`config.mk`:
```
export PLATFORM = sky130hd
export DESIGN_NAME = bcd_to_bin_seq
export DESIGN_NICKNAME = d
export VERILOG_FILES = /design/src/rtl/bcd_pkg.sv /design/src/rtl/bcd_mac_step.sv /design/src/rtl/bcd_to_bin_seq.sv
export SDC_FILE = /design/constraint.sdc
export NUM_CORES = 1
export LEC_CHECK = 0
export ABC_AREA = 1
export ABC_CLOCK_PERIOD_IN_PS = 2350
export CAP_MARGIN = 0
export CORE_ASPECT_RATIO = 0.9
export CORE_UTILIZATION = 60
export DETAILED_ROUTE_END_ITERATION = 12
export DONT_BUFFER_PORTS = 1
export MAX_ROUTING_LAYER = met4
export PLACE_DENSITY = 0.75
export SYNTH_ARGS = -nofsm -noshare
export SYNTH_HDL_FRONTEND = slang
export SYNTH_SLANG_ARGS = --single-unit
```
`constraint.sdc`:
```
create_clock -name clk -period 2.35 [get_ports clk]
set_clock_uncertainty 0.05 [all_clocks]
set_input_delay 0.235 -clock clk [delete_from_list [all_inputs] [get_ports clk]]
set_output_delay 0.235 -clock clk [all_outputs]
set_load 0.005 [all_outputs]
```
`src/rtl/bcd_pkg.sv`:
```
// Shared constants and FSM state type for the sequential BCD-to-binary converter.
package bcd_pkg;

   localparam int unsigned DIGIT_W = 4;
   localparam int unsigned BCD_MAX = 9;

   typedef enum logic [1:0] {
      IDLE,
      CALC,
      DONE
   } state_e;

endpackage

```
`src/rtl/bcd_mac_step.sv`:
```
// One multiply-accumulate step: result = acc*10 + digit, truncated to BIN_W bits.
module bcd_mac_step
   import bcd_pkg::*;
#(
   parameter int unsigned BIN_W = 7
) (
   input  logic [BIN_W-1:0]   acc,
   input  logic [DIGIT_W-1:0] digit,
   output logic [BIN_W-1:0]   result
);

   logic [BIN_W+DIGIT_W-1:0] acc_ext;
   logic [BIN_W+DIGIT_W-1:0] digit_ext;
   logic [BIN_W+DIGIT_W-1:0] sum;

   // Widened so the x10 never wraps before the final truncation.
   assign acc_ext   = {{DIGIT_W{1'b0}}, acc};
   assign digit_ext = {{BIN_W{1'b0}}, digit};
   assign sum       = (acc_ext << 3) + (acc_ext << 1) + digit_ext;
   assign result    = sum[BIN_W-1:0];

endmodule

```
`src/rtl/bcd_to_bin_seq.sv`:
```
// Sequential BCD-to-binary converter, MSD first, one digit per cycle.
// Define BCD2BIN_DIGIT_CHECK_EN to flag input digits above 9 on out_err.
module bcd_to_bin_seq
   import bcd_pkg::*;
#(
   parameter int unsigned NUM_DIGITS = 2,
   parameter int unsigned BIN_W      = 7
) (
   input  logic                          clk,
   input  logic                          rst_n,
   input  logic                          in_val,
   output logic                          in_rdy,
   input  logic [DIGIT_W*NUM_DIGITS-1:0] in_bcd,
   output logic                          out_val,
   input  logic                          out_rdy,
   output logic [BIN_W-1:0]              out_bin,
   output logic                          out_err
);

   localparam int unsigned IdxW = (NUM_DIGITS > 1) ? $clog2(NUM_DIGITS) : 1;

   state_e                          state_q, state_d;
   logic [BIN_W-1:0]                acc_q, acc_d, acc_step;
   logic [IdxW-1:0]                 idx_q, idx_d;
   logic [DIGIT_W*NUM_DIGITS-1:0]   dig_q, dig_d;
   logic [DIGIT_W-1:0]              cur_digit;

   assign cur_digit = dig_q[idx_q*DIGIT_W +: DIGIT_W];

   bcd_mac_step #(
      .BIN_W (BIN_W)
   ) u_mac (
      .acc    (acc_q),
      .digit  (cur_digit),
      .result (acc_step)
   );

   always_comb begin
      state_d = state_q;
      acc_d   = acc_q;
      idx_d   = idx_q;
      dig_d   = dig_q;
      in_rdy  = 1'b0;
      out_val = 1'b0;
      case (state_q)
         IDLE: begin
            in_rdy = 1'b1;
            if (in_val) begin
               dig_d   = in_bcd;
               acc_d   = '0;
               idx_d   = IdxW'(NUM_DIGITS - 1);
               state_d = CALC;
            end
         end
         CALC: begin
            acc_d = acc_step;
            if (idx_q == '0) begin
               state_d = DONE;
            end else begin
               idx_d = idx_q - 1'b1;
            end
         end
         DONE: begin
            out_val = 1'b1;
            if (out_rdy) state_d = IDLE;
         end
         default: state_d = IDLE;
      endcase
   end

   always_ff @(posedge clk or negedge rst_n) begin
      if (!rst_n) begin
         state_q <= IDLE;
         acc_q   <= '0;
         idx_q   <= '0;
         dig_q   <= '0;
      end else begin
         state_q <= state_d;
         acc_q   <= acc_d;
         idx_q   <= idx_d;
         dig_q   <= dig_d;
      end
   end

   // Gated so out_bin reads zero outside DONE, matching its reset value.
   assign out_bin = out_val ? acc_q : '0;

`ifdef BCD2BIN_DIGIT_CHECK_EN
   logic err_q, err_d;

   always_comb begin
      err_d = err_q;
      if (state_q == IDLE && in_val) begin
         err_d = 1'b0;
      end else if (state_q == CALC) begin
         err_d = err_q | (cur_digit > DIGIT_W'(BCD_MAX));
      end
   end

   always_ff @(posedge clk or negedge rst_n) begin
      if (!rst_n) err_q <= 1'b0;
      else        err_q <= err_d;
   end

   assign out_err = out_val & err_q;
`else
   assign out_err = 1'b0;
`endif

endmodule

```
==> metrics.txt, run 1 <==
Top Ports 22; clk sinks 18; met3 usage 6.52%; Gate Count Post-Synth 132; met1 GRT Util 34.5%; endpoint class of the critical path register; Slew Viols, Final 0; Fmax 0.470 GHz; met2 usage 29.9%; R2R Path Start idx_q; TritonCTS clock tree done; CTS resizes 0; PD cells 1280 nW/um^2; Final #Nets 160; r2r endpoint acc_q[6]; DRC 0; TritonRoute pass-1 iters 4; vias per cell 5.24; Rows 13; Max IR drop VDD 0.716 mV; Final setup viols 0; first-pass GRT wire length 2.96 mm; worst slack, placed 0.248 ns; CP bufs+invs 3; CP max stage delay 0.48 ns; Buffers on Ports 0; DR vias 828; total power 1.42 mW; Routability Congestion 0.838; CTS Buf Count 3; Mapped Area 1040 sq um; post-synthesis sequential area ratio 43.2%; reg2reg path depth 13; Slew headroom 46.3%; startpoint type of the worst setup path register; CTS Root Cell clkbuf_4; Reg2Reg Setup Slack 0.22 ns; Initial Util 68.2%; width of the die 45.9 um; setup TNS 0 ns; Worst Tran Pin Value 0.803 ns; Fillers 148; # H-tree levels 1; Avg Inst Size Synth 7.90 sq um; most common cell after layout, fill and taps aside nand2_1; final hold vios 0; CTS clk-pin slew, worst paths 0.10 ns; GRT busiest layer met1; Yosys cell types 19; Max Fanout on Critical Path 6; critical hold path startpoint in_bcd[6]; P&R area growth vs syn 6.36%; WL/cell 11.5 um; diodes inserted 0; arrival time worst endpoint 2.27 ns; Crit path max-delay family adder cells; Critical-path top delay cell dfrtp_1; crit path cell chain inv_2 -> nand2_1 -> nand2_1 -> ha_1 -> ha_1 -> inv_1 -> fa_1 -> nor2_1 -> nor2_1 -> inv_1 -> nand2_1 -> nand3_1 -> nand2_1; P_leak 0.614 nW; detailed placer's ending HPWL 1.39 mm; Die H 41.5 um; vias in the first global route 689; max-cap violations 0; final WL 1.82 mm; Worst Slack Setup Final 0.220 ns; HP Class in -> reg; WS Path Type reg -> reg; Synth Net Count 154; crit share post-route 90.6%; global route overflow 0; Min Clock Period, post-route 2.13 ns; Routed Antenna Nets 0; most frequent cells in the layout 45 x nand2_1, 18 x dfrtp_1, 17 x inv_1, 11 x nor2_1, 8 x ha_1; Min-Delay Path Depth 2; DIE AREA 1910 sq um; Hold EP dig_q[6]; status finished, final reports clean; core area 1530 sq um; synthesized flop and latch total 18; CTS Buffer Depth 2; drt first-iter violations 24; unrepaired setup endpoints after global routing no; Worst-Skew Late Latency 0.28 ns; initial antenna violation count 0; layout cells sized above 1 7.35%; Critical Path RT 2.49 ns; Total Routing Usage GR 22.1%; Ys Warns 0; Critical Path Most Common Cell nand2_1; largest net degree at the start of global routing 19
[metrics by stage]
step,hold slack [ns],util [%],cells,instance area (sq um)
6_report,0.00301,72.5,158,1110
4_1_cts,0.000628,71.8,157,1100
3_5_place_dp,-0.110,68.4,151,1050
2_1_floorplan,-0.111,-,132,1040
5_1_grt,0.00686,72.5,158,1110
3_3_place_gp,-0.110,68.4,151,1050
[registers in the layout, summed over array words and instances (netlist names)]
register	count
dig_q	8
state_q	2
acc_q	7
idx_q	1
[cell usage after synthesis, drive strengths merged]
master | count | area share (%)
mux2i | 2 | 1.9
dfrtp | 18 | 43
fa | 2 | 3.8
ha | 8 | 9.6
conb | 1 | 0.36
buf | 3 | 2.3
o21ai | 7 | 3.4
inv | 20 | 7.2
nand3 | 6 | 2.9
a21oi | 2 | 0.96
nand2 | 48 | 18
nor2 | 12 | 4.6
o22ai | 3 | 1.8
[report_power, final]
group	total [mW]	switching, mW	internal (mW)
sequential	0.544	0.0960	0.448
combinational	0.733	0.454	0.279
clock	0.144	0.0844	0.0595
total	1.42	0.634	0.786
[cell type report]
cell class,instances,area (sq um),share of cell area [%]
multi-input cells,91,493,44.5
repair buffers,4,40.0,3.61
flip-flops and latches,18,450,40.6
well taps,22,27.5,2.48
clock buffers,3,22.5,2.03
inverters,20,75.1,6.77
[metal layers]
| metal | vias up | part of all wire [%] |
|---|---|---|
| met2 | 40 | 42 |
| met5 | - | 0 |
| li1 | 414 | - |
| met1 | 374 | 48 |
| met4 | 0 | 0 |
| met3 | 0 | 10 |
[cells by family after synthesis]
| group | count (synthesis) | synth area share [%] |
|---|---|---|
| buffers and inverters | 23 | 9.48 |
| AO/OA/AOI/OAI | 12 | 6.12 |
| AND/OR/NAND/NOR | 66 | 25.5 |
| other | 1 | 0.360 |
| adder cells (fa/ha/maj) | 10 | 13.4 |
| multiplexers | 2 | 1.92 |
| flip-flops | 18 | 43.2 |
[worst register-to-register path: stages (launching register included)]
cell	delay (ns)
dfrtp_1	0.48
inv_2	0.08
nand2_1	0.07
nand2_1	0.06
ha_1	0.28
ha_1	0.16
inv_1	0.06
fa_1	0.41
nor2_1	0.11
nor2_1	0.06
inv_1	0.05
nand2_1	0.05
nand3_1	0.06
nand2_1	0.05
[worst max-delay path by stage]
stage                from  endpoint  slack (ns)  cells after the start
detailed placement  idx_q  acc_q[6]        0.25                      9
floorplan           idx_q  acc_q[6]        0.35                     10
global route        idx_q  acc_q[6]        0.07                     13
CTS                 idx_q  acc_q[6]        0.23                      9
global placement    idx_q  acc_q[6]        0.30                      9
finish              idx_q  acc_q[6]        0.22                     13
[timing repair]
action | CTS | global route
hold endpoints to repair | 20 | 1
buffers inserted | 0 | 0
hold buffers | 3 | 1
No activity file was read; power rests on OpenSTA's default activity.
==> run 2: changes to the inputs <==
- CORE_UTILIZATION: 60 -> 40
- PLACE_DENSITY: 0.75 -> 0.53
- SYNTH_HIERARCHICAL: not set -> 1
==> metrics.txt, run 2 <==
first-pass GRT wire length 3.91 mm; PD cells 1260 nW/um^2; sequential group share of total power 37.2%; Final setup viols 0; initial antenna violation count 0; Die H 52.2 um; status finished, violations left; unrepaired setup endpoints after global routing no; max-cap violations 0; Yosys cell types 18; Final #Nets 177; most frequent cells in the layout 63 x nand2_1, 24 x inv_1, 17 x dfrtp_1, 12 x nand3_1, 9 x nor2_1; setup repair bufs after CTS 0; WL/cell 11.8 um; failing checks design-rule violations; endpoint class of the critical path register; Psw 0.681 mW; Mapped Area 1120 sq um; clock group share of total power 12.6%; ys flop type dfrtp_1; Async SR Flop Fraction 100%; synth cell count leaders 63 x nand2_1, 24 x inv_1, 18 x dfrtp_1, 12 x nand3_1, 9 x nor2_1; Largest regs dig_q x8, acc_q x7, state_q x2; Rows 17; TritonCTS clock tree done; synthesized flop and latch total 18; most common cell after layout, fill and taps aside nand2_1; worst slack, placed 0.122 ns; switch share 45.0%; Routability Congestion 0.763; width of the die 57.7 um; diodes inserted 0; final WL 2.14 mm; CP max stage delay 0.50 ns; Ys Warns 6; vias in the first global route 864; Largest register FFs 8; CTS Buf Count 3; startpoint type of the worst setup path register; Worst Slack Setup Final 0.191 ns; Worst-Skew Late Latency 0.30 ns; main area contributors after synthesis dfrtp_1 40%, nand2_1 21%, ha_1 8.9%, inv_1 8.1%, nand3_1 5.4%; Slew headroom 45.2%; Synth area leader dfrtp_1; count leader, synth nand2_1; CTS Buffer Depth 2; Critical Path RT 2.50 ns; clk sinks 18; crit share post-route 91.9%; core area 2550 sq um; Worst Tran Pin Value 0.819 ns; Buffers on Ports 0; total power 1.51 mW; Synth Net Count 172; Gate Count Post-Synth 150; Top Ports 22; Fillers 259; layout cells sized above 1 9.09%; global route overflow 0; DRC 2; post-synthesis sequential area ratio 40.3%; HP Class in -> reg; DR vias 849; arrival time worst endpoint 2.31 ns; Critical-path top delay cell fa_1; vias per cell 4.66; detailed placer's ending HPWL 1.66 mm; CTS Root Cell clkbuf_4; TritonRoute pass-1 iters 8; Post-synth EDFFs 0; setup TNS 0 ns; Pint 0.833 mW; Max Fanout on Critical Path 6; P&R area growth vs syn 7.38%; CP bufs+invs 2; Synth top area share 40.3%; register bank with the most flops dig_q; final hold vios 0; # H-tree levels 1; combinational share of power 50.1%; WS Path Type reg -> reg; Initial Util 43.8%; largest net degree at the start of global routing 19; P_leak 0.682 nW; Crit path max-delay family adder cells; Critical Path Most Common Cell nand2_1; Fmax 0.463 GHz; Avg Inst Size Synth 7.46 sq um; Slew Viols, Final 0; Max IR drop VDD 0.530 mV; drt first-iter violations 34; Routed Antenna Nets 0; Total Routing Usage GR 17.7%; DIE AREA 3010 sq um; crit path cell chain inv_1 -> nand2_1 -> nand2_1 -> inv_1 -> fa_1 -> fa_2 -> nor2_1 -> nor2_1 -> nand3_1 -> nand2_1 -> nand2_1 -> nand2_1; Min Clock Period, post-route 2.16 ns; CTS clk-pin slew, worst paths 0.11 ns
## run 2: cell count changes after synthesis, sizes merged, moves of 2 or more
cell   before  now
nand2      48   65
inv        20   25
o22ai       3    0
o21ai       7    3
nand3       6   12
mux2i       2    0
a21oi       2    0
## run 2: timing repair
action                                 CTS  global route
endpoints found under the hold margin   19             0
setup endpoints to repair                0             1
resized for setup                        0             2
hold buffers                             2             0
## run 2: cell families (layout without fill, tap and decap cells)
| group | Yosys count | in the layout | share of synthesized area [%] |
|---|---|---|---|
| xor gates and xnor gates | 2 | 2 | 1.57 |
| DFF | 18 | 18 | 40.3 |
| adders and majority gates | 10 | 10 | 12.5 |
| AOI/OAI and AO/OA | 3 | 3 | 2.01 |
| buffers and inverters | 28 | 32 | 10.2 |
| and+or+nand+nor | 88 | 88 | 33.1 |
| other | 1 | 1 | 0.335 |
## run 2: area by class of cell
| class | count | area [sq um] | area share, % |
|---|---|---|---|
| Inverter | 25 | 93.8 | 7.81 |
| Tap cell | 28 | 35.0 | 2.92 |
| Multi-Input combinational cell | 104 | 557 | 46.4 |
| Sequential cell | 18 | 452 | 37.6 |
| Timing Repair Buffer | 3 | 27.5 | 2.29 |
| Clock buffer | 4 | 36.3 | 3.02 |
## run 2: per-layer routing
layer / part of all wire [%] / vias to the layer above / GRT usage [%]
li1: - / 457 / -
met1: 52 / 372 / 24.6
met4: 0.61 / 0 / 2.78
met2: 43 / 18 / 26.6
met3: 4.8 / 2 / 4.48
met5: 0 / - / -
## run 2: power by group through the flow
| stage | registers, mW | clock network (mW) | logic (mW) |
|---|---|---|---|
| 6_report | 0.564 | 0.191 | 0.759 |
| 5_1_grt | 0.587 | 0.209 | 0.911 |
| 4_1_cts | 0.564 | 0.199 | 0.762 |
| 3_5_place_dp | 0.570 | 0 | 0.751 |
| 3_3_place_gp | 0.568 | 0 | 0.728 |
| 2_1_floorplan | 0.534 | 0 | 0.622 |
## run 2: per-stage QoR
| stage | utilization [%] | hold slack, ns | std cells | instance area, sq um |
|---|---|---|---|---|
| detailed placement | 44.7 | -0.110 | 176 | 1140 |
| CTS | 46.9 | 0.0127 | 182 | 1200 |
| finish | 47.1 | 0.0199 | 182 | 1200 |
| floorplan | - | -0.111 | 150 | 1120 |
| global route | 47.1 | 0.0264 | 182 | 1200 |
| global placement | 44.7 | -0.110 | 176 | 1140 |
## run 2: final timing paths
path / from / to / slack, ns / cells after the start
max in group asynchronous: rst_n / idx_q / 1.27 / 1
worst min register to register: dig_q[2] / dig_q[2] / 0.44 / 2
min in group asynchronous: rst_n / acc_q[3] / 0.41 / 1
worst max register to register: idx_q / acc_q[6] / 0.19 / 12
worst min-delay path: in_bcd[0] / dig_q[0] / 0.02 / 2
worst max-delay path: idx_q / acc_q[6] / 0.19 / 12
==> run 3: changes to the inputs <==
- ABC_CLOCK_PERIOD_IN_PS: 2350 -> 2500
- CAP_MARGIN: 0 -> 20
- clock period: 2.35 -> 2.5 ns (I/O delays scaled with it)
==> metrics.txt, run 3 (synthesis gave the netlist of run 2 again) <==
TritonRoute pass-1 iters 8; arrival time worst endpoint 2.41 ns; HP Class in -> reg; Worst Tran Pin Value 0.831 ns; register bank with the most flops dig_q; Placed Instances 175; Critical Path Most Common Cell nand2_1; PD cells 1160 nW/um^2; WL/cell 11.8 um; first-pass GRT wire length 3.84 mm; clk sinks 18; largest net degree at the start of global routing 19; WS Path Type reg -> reg; DRC 2; Max Fanout on Critical Path 6; Routed Antenna Nets 0; Slew Viols, Final 0; GRT busiest layer met2; Post-Layout Cell Count 180; Total Routing Usage GR 17.5%; vias per cell 4.71; core area 2550 sq um; final WL 2.12 mm; Placed Instance Area 1130 sq um; vias in the first global route 825; status finished, violations left; setup TNS 0 ns; setup repair bufs after CTS 0; initial antenna violation count 0; Final #Nets 176; width of the die 57.7 um; detailed placer's ending HPWL 1.67 mm; CTS Buffer Depth 2; crit path cell chain inv_2 -> nand2_1 -> nand2_1 -> inv_1 -> fa_1 -> fa_1 -> nor2_1 -> nor2_1 -> nand3_1 -> nand2_1 -> nand2_1 -> nand2_1; Rows 17; Largest register FFs 8; unrepaired setup endpoints after global routing no; # H-tree levels 1; CTS clk-pin slew, worst paths 0.10 ns; TritonCTS clock tree done; startpoint type of the worst setup path register; Util after Layout 46.1%; met2 usage 25.8%; failing checks design-rule violations; Buffers on Ports 0; Critical-path top delay cell fa_1; Die H 52.2 um; global route overflow 0; Final setup viols 0; diodes inserted 0; multi-input logic area 554 sq um; met1 GRT Util 23.7%; Worst-Skew Late Latency 0.29 ns; Storage cell area 450 sq um; endpoint class of the critical path register; P_leak 0.670 nW; Min Clock Period, post-route 2.27 ns; most frequent cells in the layout 63 x nand2_1, 23 x inv_1, 18 x dfrtp_1, 12 x nand3_1, 9 x nor2_1; DIE AREA 3010 sq um; CTS Root Cell clkbuf_4; Routability Congestion 0.742; Slew headroom 44.4%; CTS Buf Count 3; met3 usage 4.98%; Critical Path RT 2.64 ns; Top Ports 22; Fillers 273; max-cap violations 0; design area 1180 sq um; Largest regs dig_q x8, acc_q x7, state_q x2; DR vias 848; Initial Util 43.8%; Fmax 0.441 GHz; drt first-iter violations 26; P&R area growth vs syn 5.15%; final hold vios 0; CP max stage delay 0.49 ns; crit share post-route 90.7%; layout cells sized above 1 7.24%; most common cell after layout, fill and taps aside nand2_1; total power 1.37 mW; Max IR drop VDD 0.410 mV
-- run 3: cell count changes in the layout (fill, tap and decap cells not counted), sizes merged --
cell    delta
clkbuf     -1
buf        -1
-- run 3: metrics by stage --
step	setup slack, ns	hold WS [ns]
3_3_place_gp	0.284	-0.0952
3_5_place_dp	0.192	-0.0952
6_report	0.233	0.0424
5_1_grt	0.0396	0.0214
4_1_cts	0.182	0.0332
2_1_floorplan	0.361	-0.0956
-- run 3: cell type report --
class | count | share of cell area [%]
Multi-Input combinational cell | 104 | 47.1
Tap cell | 28 | 2.98
Timing Repair Buffer | 2 | 1.70
Clock buffer | 3 | 1.91
Sequential cell | 18 | 38.3
Inverter | 25 | 7.98
-- run 3: path summary, 6_finish.rpt --
kind                                start  endpoint  slack [ns]  depth (start not counted)
worst min-delay path            in_bcd[7]  dig_q[7]        0.04                          2
worst max register to register      idx_q  acc_q[6]        0.23                         12
worst max-delay path                idx_q  acc_q[6]        0.23                         12
max in group asynchronous           rst_n  acc_q[1]        1.44                          1
min in group asynchronous           rst_n  acc_q[5]        0.45                          1
worst min register to register   dig_q[4]  dig_q[4]        0.43                          2
-- run 3: power breakdown --
group / internal (mW) / total, mW / switching [mW]
sequential: 0.415 / 0.526 / 0.111
clock: 0.0560 / 0.141 / 0.0849
combinational: 0.266 / 0.699 / 0.433
total: 0.737 / 1.37 / 0.628
-- run 3: timing repair --
action | 4_1_cts | 5_1_grt
hold buffers | 2 | 0
setup endpoints to repair | 0 | 1
gates resized for setup | 0 | 1
hold endpoints to repair | 19 | 0
-- run 3: routing by layer --
| layer | vias to the layer above | part of all wire, % |
|---|---|---|
| met5 | - | 0 |
| met4 | 0 | 0.61 |
| met3 | 2 | 6.0 |
| met2 | 22 | 42 |
| li1 | 449 | - |
| met1 | 375 | 51 |
-- run 3: critical path, delay by kind of cell (launching register included) --
| kind | cells | cell delay (ns) |
|---|---|---|
| fa+ha+maj | 2 | 0.97 |
| simple gates | 8 | 0.53 |
| buf+inv | 2 | 0.18 |
| flops | 1 | 0.45 |
